File: config.mk
export PLATFORM = sky130hd
export DESIGN_NAME = fft4_out_serializer
export DESIGN_NICKNAME = d
export VERILOG_FILES = /design/src/rtl/fft4_out_serializer.sv
export SDC_FILE = /design/constraint.sdc
export NUM_CORES = 1
export LEC_CHECK = 0
export CAP_MARGIN = 20
export CORE_MARGIN = 10
export CORE_UTILIZATION = 45
export CTS_CLUSTER_SIZE = 24
export DETAILED_ROUTE_END_ITERATION = 7
export PLACE_DENSITY = 0.74
export SLEW_MARGIN = 20
export SYNTH_ARGS = -nofsm -noshare
export SYNTH_HDL_FRONTEND = slang
export SYNTH_SLANG_ARGS = --single-unit
File: constraint.sdc
create_clock -name clk -period 24 [get_ports clk]
set_input_delay 6 -clock clk [delete_from_list [all_inputs] [get_ports clk]]
set_output_delay 6 -clock clk [all_outputs]
set_load 0.02 [all_outputs]
File: src/rtl/fft4_out_serializer.sv
`default_nettype none
// ============================================================================
//  Module   : fft4_out_serializer
//  Purpose  : Captures the four complex results of the 4-point FFT core on the
//             rising edge of fft_done and streams them out over valid/ready.
//             Optional build macro FFT4_SER_ROUND_EN: halve with round-half-up
//             and saturate each value to N bits at capture.
//  Revision : 1.0  initial release
// ============================================================================
module fft4_out_serializer #(
   parameter int N = 18,
`ifdef FFT4_SER_ROUND_EN
   localparam int OW = N
`else
   localparam int OW = N + 1
`endif
) (
   input  logic                 clk,
   input  logic                 rst,
   input  logic                 fft_done,
   input  logic signed [N:0]    in0_r,
   input  logic signed [N:0]    in0_i,
   input  logic signed [N:0]    in1_r,
   input  logic signed [N:0]    in1_i,
   input  logic signed [N:0]    in2_r,
   input  logic signed [N:0]    in2_i,
   input  logic signed [N:0]    in3_r,
   input  logic signed [N:0]    in3_i,
   output logic signed [OW-1:0] dout_r,
   output logic signed [OW-1:0] dout_i,
   output logic [1:0]           dout_idx,
   output logic                 dout_valid,
   output logic                 dout_last,
   input  logic                 dout_ready,
   output logic                 frame_ack,
   output logic                 busy,
   output logic                 overrun
);

   typedef enum logic [1:0] {
      S_IDLE   = 2'd0,
      S_STREAM = 2'd1,
      S_ACK    = 2'd2
   } state_t;

   state_t                r_state, w_state_nxt;
   logic [1:0]            r_idx, w_idx_nxt, w_idx_inc;
   logic                  r_done_d;
   logic                  w_rise, w_capture;
   logic signed [OW-1:0]  r_buf_r [4];
   logic signed [OW-1:0]  r_buf_i [4];
   logic signed [OW-1:0]  w_cap_r [4];
   logic signed [OW-1:0]  w_cap_i [4];
   logic signed [OW-1:0]  w_dr_nxt, w_di_nxt;
   logic                  w_valid_nxt, w_last_nxt, w_ack_nxt, w_busy_nxt, w_ovr_nxt;

   function automatic logic signed [OW-1:0] conv(input logic signed [N:0] x);
`ifdef FFT4_SER_ROUND_EN
      logic signed [N+1:0] s;
      s = {x[N], x} + {{(N+1){1'b0}}, 1'b1};
      s = s >>> 1;
      // Only the positive end can leave the N-bit range after halving
      if (s > $signed({3'b000, {(N-1){1'b1}}}))
         return {1'b0, {(N-1){1'b1}}};
      else if (s < $signed({3'b111, {(N-1){1'b0}}}))
         return {1'b1, {(N-1){1'b0}}};
      else
         return s[N-1:0];
`else
      return x;
`endif
   endfunction

   always_comb begin
      w_cap_r[0] = conv(in0_r);
      w_cap_i[0] = conv(in0_i);
      w_cap_r[1] = conv(in1_r);
      w_cap_i[1] = conv(in1_i);
      w_cap_r[2] = conv(in2_r);
      w_cap_i[2] = conv(in2_i);
      w_cap_r[3] = conv(in3_r);
      w_cap_i[3] = conv(in3_i);
   end

   assign w_rise    = fft_done & ~r_done_d;
   assign w_idx_inc = r_idx + 2'd1;
   assign dout_idx  = r_idx;

   always_comb begin
      w_state_nxt = r_state;
      w_idx_nxt   = r_idx;
      w_capture   = 1'b0;
      w_dr_nxt    = dout_r;
      w_di_nxt    = dout_i;
      w_valid_nxt = dout_valid;
      w_last_nxt  = dout_last;
      w_ack_nxt   = 1'b0;
      w_busy_nxt  = busy;
      w_ovr_nxt   = overrun;
      case (r_state)
         S_IDLE: begin
            if (w_rise) begin
               w_capture   = 1'b1;
               w_state_nxt = S_STREAM;
               w_idx_nxt   = 2'd0;
               w_dr_nxt    = w_cap_r[0];
               w_di_nxt    = w_cap_i[0];
               w_valid_nxt = 1'b1;
               w_last_nxt  = 1'b0;
               w_busy_nxt  = 1'b1;
            end
         end
         S_STREAM: begin
            if (w_rise)
               w_ovr_nxt = 1'b1;
            if (dout_ready) begin
               if (r_idx == 2'd3) begin
                  w_state_nxt = S_ACK;
                  w_idx_nxt   = 2'd0;
                  w_dr_nxt    = '0;
                  w_di_nxt    = '0;
                  w_valid_nxt = 1'b0;
                  w_last_nxt  = 1'b0;
                  w_ack_nxt   = 1'b1;
               end else begin
                  w_idx_nxt   = w_idx_inc;
                  w_dr_nxt    = r_buf_r[w_idx_inc];
                  w_di_nxt    = r_buf_i[w_idx_inc];
                  w_last_nxt  = (w_idx_inc == 2'd3);
               end
            end
         end
         S_ACK: begin
            // A rise landing on the ACK->IDLE edge is still treated as overrun
            if (w_rise)
               w_ovr_nxt = 1'b1;
            w_state_nxt = S_IDLE;
            w_busy_nxt  = 1'b0;
         end
         default: begin
            w_state_nxt = S_IDLE;
            w_busy_nxt  = 1'b0;
            w_valid_nxt = 1'b0;
         end
      endcase
   end

   always_ff @(posedge clk) begin
      if (rst) begin
         r_state    <= S_IDLE;
         r_idx      <= 2'd0;
         r_done_d   <= 1'b1;
         dout_r     <= '0;
         dout_i     <= '0;
         dout_valid <= 1'b0;
         dout_last  <= 1'b0;
         frame_ack  <= 1'b0;
         busy       <= 1'b0;
         overrun    <= 1'b0;
      end else begin
         r_state    <= w_state_nxt;
         r_idx      <= w_idx_nxt;
         r_done_d   <= fft_done;
         dout_r     <= w_dr_nxt;
         dout_i     <= w_di_nxt;
         dout_valid <= w_valid_nxt;
         dout_last  <= w_last_nxt;
         frame_ack  <= w_ack_nxt;
         busy       <= w_busy_nxt;
         overrun    <= w_ovr_nxt;
      end
   end

   always_ff @(posedge clk) begin
      if (w_capture) begin
         for (int k = 0; k < 4; k++) begin
            r_buf_r[k] <= w_cap_r[k];
            r_buf_i[k] <= w_cap_i[k];
         end
      end
   end

endmodule
`default_nettype wire

# --- Word level (Yosys, flattened, before mapping) ---
# Memory sizes are Yosys's and may differ from the RTL's.
# Cells that the tools add are included.
totals:
  regBits: 48
  ram_bits: 152
  out_inout_bits: 45
  elab_cells: 64
  n_memories: 2
classes:
  addsub: 1
  eq_ne: 7
  mux: 30
  bitwise: 5
  reduce_logical: 9
memory_table:
  columns: ["name", "words", "width", "read_ports", "rd_ports_with_merged_regs", "write_ports", "line", "source"]
  rows:
  - ["r_buf_i", 4, 19, 1, 0, 4, "51", "logic signed [OW-1:0] r_buf_i [4];"]
  - ["r_buf_r", 4, 19, 1, 0, 4, "50", "logic signed [OW-1:0] r_buf_r [4];"]
op_table:
  columns: ["cell", "n"]
  rows:
  - ["$mux 19", 6]
  - ["$pmux 19 s2", 2]
  - ["$mux 2", 6]
  - ["$mux 1", 11]
  - ["$pmux 2 s2", 2]
  - ["$eq 2x2->1 const B", 3]
  - ["$ne 2x2->1 const B", 3]
  - ["$reduce_and 3->1", 2]
  - ["$not 1->1", 4]
  - ["$pmux 1 s2", 2]
  - ["$reduce_and 2->1", 2]
  - ["$reduce_and 4->1", 1]
  - ["$pmux 1 s3", 1]
  - ["$reduce_or 3->1", 1]
  - ["$add 2x1->2 const B", 1]
  - ["$eq 2x1->1 const B", 1]
  - ["$logic_not 2->1", 1]
  - ["$reduce_bool 2->1", 1]
  - ["$reduce_or 2->1", 1]
  - ["$and 1x1->1", 1]

# --- Logic depth before layout (Yosys ltp) ---
depth:
  word_depth: 6
  ltp_mapped: 11
  mapped_depth_nobuf: 6

# --- Worst setup path after synthesis ---
# Ideal clock, no wire load.
synth_timing:
  path_kind: "input-to-reg"
  start: "input port fft_done"
  end: "memory r_buf_i[0][0] in the netlist's numbering (enable)"
  setup_ns: 0.666
  t_arrival_ns: 12.435
  required_time_ns: 23.334
  setup_slack_ns: 10.898
  path_stages: 2
  path_buffers: 0
  cell_sequence: "nand2b_1 -> nor2_1"
synth_lines:
  columns: ["item", "line", "source"]
  rows:
  - ["from (decl)", "20", "input logic fft_done,"]
  - ["to (decl)", "51", null]

# --- Worst setup path in the final report ---
layout_timing:
  start: "register r_idx[0], in the netlist dout_idx[0]"
  end: "output port dout_idx[0]"
layout_lines:
  columns: ["item", "line", "source"]
  rows:
  - ["from (decl)", "47", "logic [1:0] r_idx, w_idx_nxt, w_idx_inc;"]
  - ["from (signal assigned)", "162", "r_idx <= w_idx_nxt;"]
  - ["to (decl)", "31", "output logic [1:0] dout_idx,"]
# No word-level cell between the ends.

==> results.yml <==
logic_synthesis:
  syn_area_per_cell_um2: 13.54
  synth_top_family_by_area: "simple AND/OR/NAND/NOR gates"
  yosys.area.top_type: "edfxtp_1"
  seq_area_frac_synth_pct: 69.63
  synth_cell_type_count: 30
  ys_ff_latch: 200
  yosys_warnings: 0
  yosysTopAreaCellShare_pct: 57.52
  async_reset_ff_share_pct: 0
  synthMuxAreaShare_pct: 9.981
  synthAdderAreaFrac_pct: 0.9461
  synthSimpleGateAreaFrac_pct: 11.05
  ys_top_cells_by_area: "edfxtp_1, dfxtp_1, mux2i_1"
  synth-edff-count: 152
  syn-cell-area_um2: 7935
  synth_compound_area_share_pct: 3.974
  synthFlopType: "edfxtp_1"
  syn_inst: 586
  synthXorXnorAreaFrac_pct: 0
  synth.net_count: 748
route:
  first_pass_iters: 4
  drc_errors: 0
  drtAntennaViolNets: 0
  wirelength_mm: 19.38
  dr.first_iter.drc_count: 278
  vias: 5205
  via_per_inst: 5.128
  routedWlPerCell_um: 19.09
power_and_ir_drop:
  peakVddDrop_uv: 50.16
  leakage_nw: 3.629
  fin_total_pwr_mw: 0.8476
  powerDensity_nw_per_um2: 79.57
cells_and_area:
  mostFrequentLayoutCells: "clkdlybuf4s50_1, edfxtp_1, nor2_1"
  nets: 939
  fillCellCount: 1326
  stdcell_area_um2: 10650
  syn2layout_area_growth_pct: 34.25
  layout_commonest_cell: "clkdlybuf4s50_1"
  multiInputGateArea_um2: 2088
  regArea_um2: 5529
  layout-drive-gt1-share_pct: 8.228
  diodes: 0
sta:
  slew-limit-headroom_pct: 29.33
  fmax_mhz: 127.4
  finalClockSkew_ns: 0.007259
  setup_violations: 0
  worstMarginPinSlew_ns: 1.060
  finalHoldViolCount: 0
  finalMaxSlewViolations: 0
  rsz0062_at_grt: "false"
  fin_setup_tns_ns: 0
  fin_crit_ns: 7.848
  fin_ws_ns: 16.15
  period_share_pct: 32.70
critical_path:
  r2r_cells: 7
  critPathSlowestCell: "dfxtp_4"
  cp-end-kind: "primary output"
  critical_path_buf_inv_count: 1
  critical_path_arrival_ns: 1.85
  crit_family: "flip-flops"
  worstPathRequired_ns: 18.00
  cp_max_fo: 32
  crit_path_start_kind: "flip-flop"
  cpPeakStageDelay_ns: 0.72
  crit_cells: 1
  path_cells: "clkdlybuf4s50_1"
  critical_path_class: "reg -> out"
cts:
  cts_resized: 0
  cts_tree: "done"
  cts-root-buf: "clkbuf_16"
  ctsHoldBuffers: 0
  numCtsBuffers: 17
  h-tree-depth: 4
  postCtsSetupBuffers: 0
  numClockSinks: 200
  clk_latency_ns: 0.42
  clockBufferDepth: 2
  clk_pin_slew_ns: 0.06
worst_hold_path:
  hold_path.class: "reg -> reg"
  whs_path_depth: 2
placement:
  gp_congestion: 0.8062
  io_buffers: 200
  pre_cts_ws_ns: 15.91
  dpl.hpwl_mm: 13.68
  place_area_um2: 10120
floorplan:
  start_util_pct: 45.88
  die_area_um2: 23340
  core_um2: 17300
  fp.dieH_um: 152.8
  dieWidth_um: 152.8
  io_pins: 201
  placementRows: 48
global_routing:
  grt_pass1_wl_mm: 30.54
  grt-ovfl-total: 0
  grt_max_degree: 86
  track_usage_pct: 16.36
  antenna_found_initial: 0
  grt_pass1_vias: 5616
run:
  maxCapViolCount: 0
run_status:
  outcome: "completed"
routing by layer:
| layer | global-route usage, % | wire [um] |
|---|---|---|
| met2 | 28.03 | 9994 |
| met5 | 0 | 0 |
| met3 | 4.262 | 1047 |
| met4 | 6.222 | 376 |
| met1 | 19.22 | 7961 |
cells in the mapped netlist, types with 2 or more instances:
| cell type | count |
|---|---|
| edfxtp_1 | 152 |
| nor2_1 | 81 |
| mux2i_1 | 78 |
| nor3_1 | 57 |
| dfxtp_1 | 48 |
| inv_1 | 43 |
| o22ai_1 | 38 |
| nor3_2 | 20 |
| buf_2 | 19 |
| clkbuf_1 | 11 |
| a21oi_1 | 6 |
| ha_1 | 6 |
| buf_4 | 4 |
| nor2b_1 | 4 |
| buf_6 | 2 |
| nand2_1 | 2 |
| nand3_1 | 2 |
kinds of logic after synthesis:
kind of cell / count (synthesis)
DFF: 200
and+or+nand+nor: 172
buffers and inverters: 79
muxes: 79
AOI/OAI and AO/OA: 50
adders and majority gates: 6
metrics by stage:
step / hold slack, ns / cells / utilization (%)
6_report: 0.4800 / 1015 / 61.59
5_1_grt: 0.5075 / 1015 / 61.59
4_1_cts: 0.4833 / 1015 / 61.59
3_5_place_dp: 0.4742 / 983 / 58.49
3_3_place_gp: 0.4711 / 983 / 58.49
2_1_floorplan: 0.4991 / 586 / -
path summary, 6_finish.rpt:
check                                 start           to  slack, ns
worst max-delay path            dout_idx[0]  dout_idx[0]      16.15
worst min-delay path                   busy         busy       0.48
worst max register to register   r_state[1]    dout_i[5]      20.84
worst min register to register         busy         busy       0.48
area by class of cell:
type                            instances  area share (%)
Timing Repair Buffer                  208           19.31
Clock inverter                         11          0.7047
Sequential cell                       200           51.90
Clock buffer                           21           4.322
Multi-Input combinational cell        307           19.60
Tap cell                              225           2.643
Inverter                               43           1.515
registers in the layout, indices dropped and copies added (netlist names):
register and flops:
frame_ack 1, dout_i 19, r_done_d 1, r_state 2, overrun 1, dout_last 1
r_buf_r 76, r_buf_i 76, busy 1, dout_r 19, dout_valid 1, dout_idx 2
power breakdown:
group	switching, mW	internal [mW]	leakage, nW
sequential	0.0142	0.400	1.79
clock	0.120	0.138	0.258
combinational	0.0948	0.0808	1.58
total	0.229	0.619	3.63
worst register-to-register path, stage by stage, from the launching register on:
cell,delay (ns)
dfxtp_1,0.33
inv_1,0.10
ha_2,0.88
nand3b_1,0.79
buf_4,0.49
o22ai_1,0.26
nor3_1,0.09
nor3_2,0.16
Note: power is estimated with default switching activity, not from simulation.
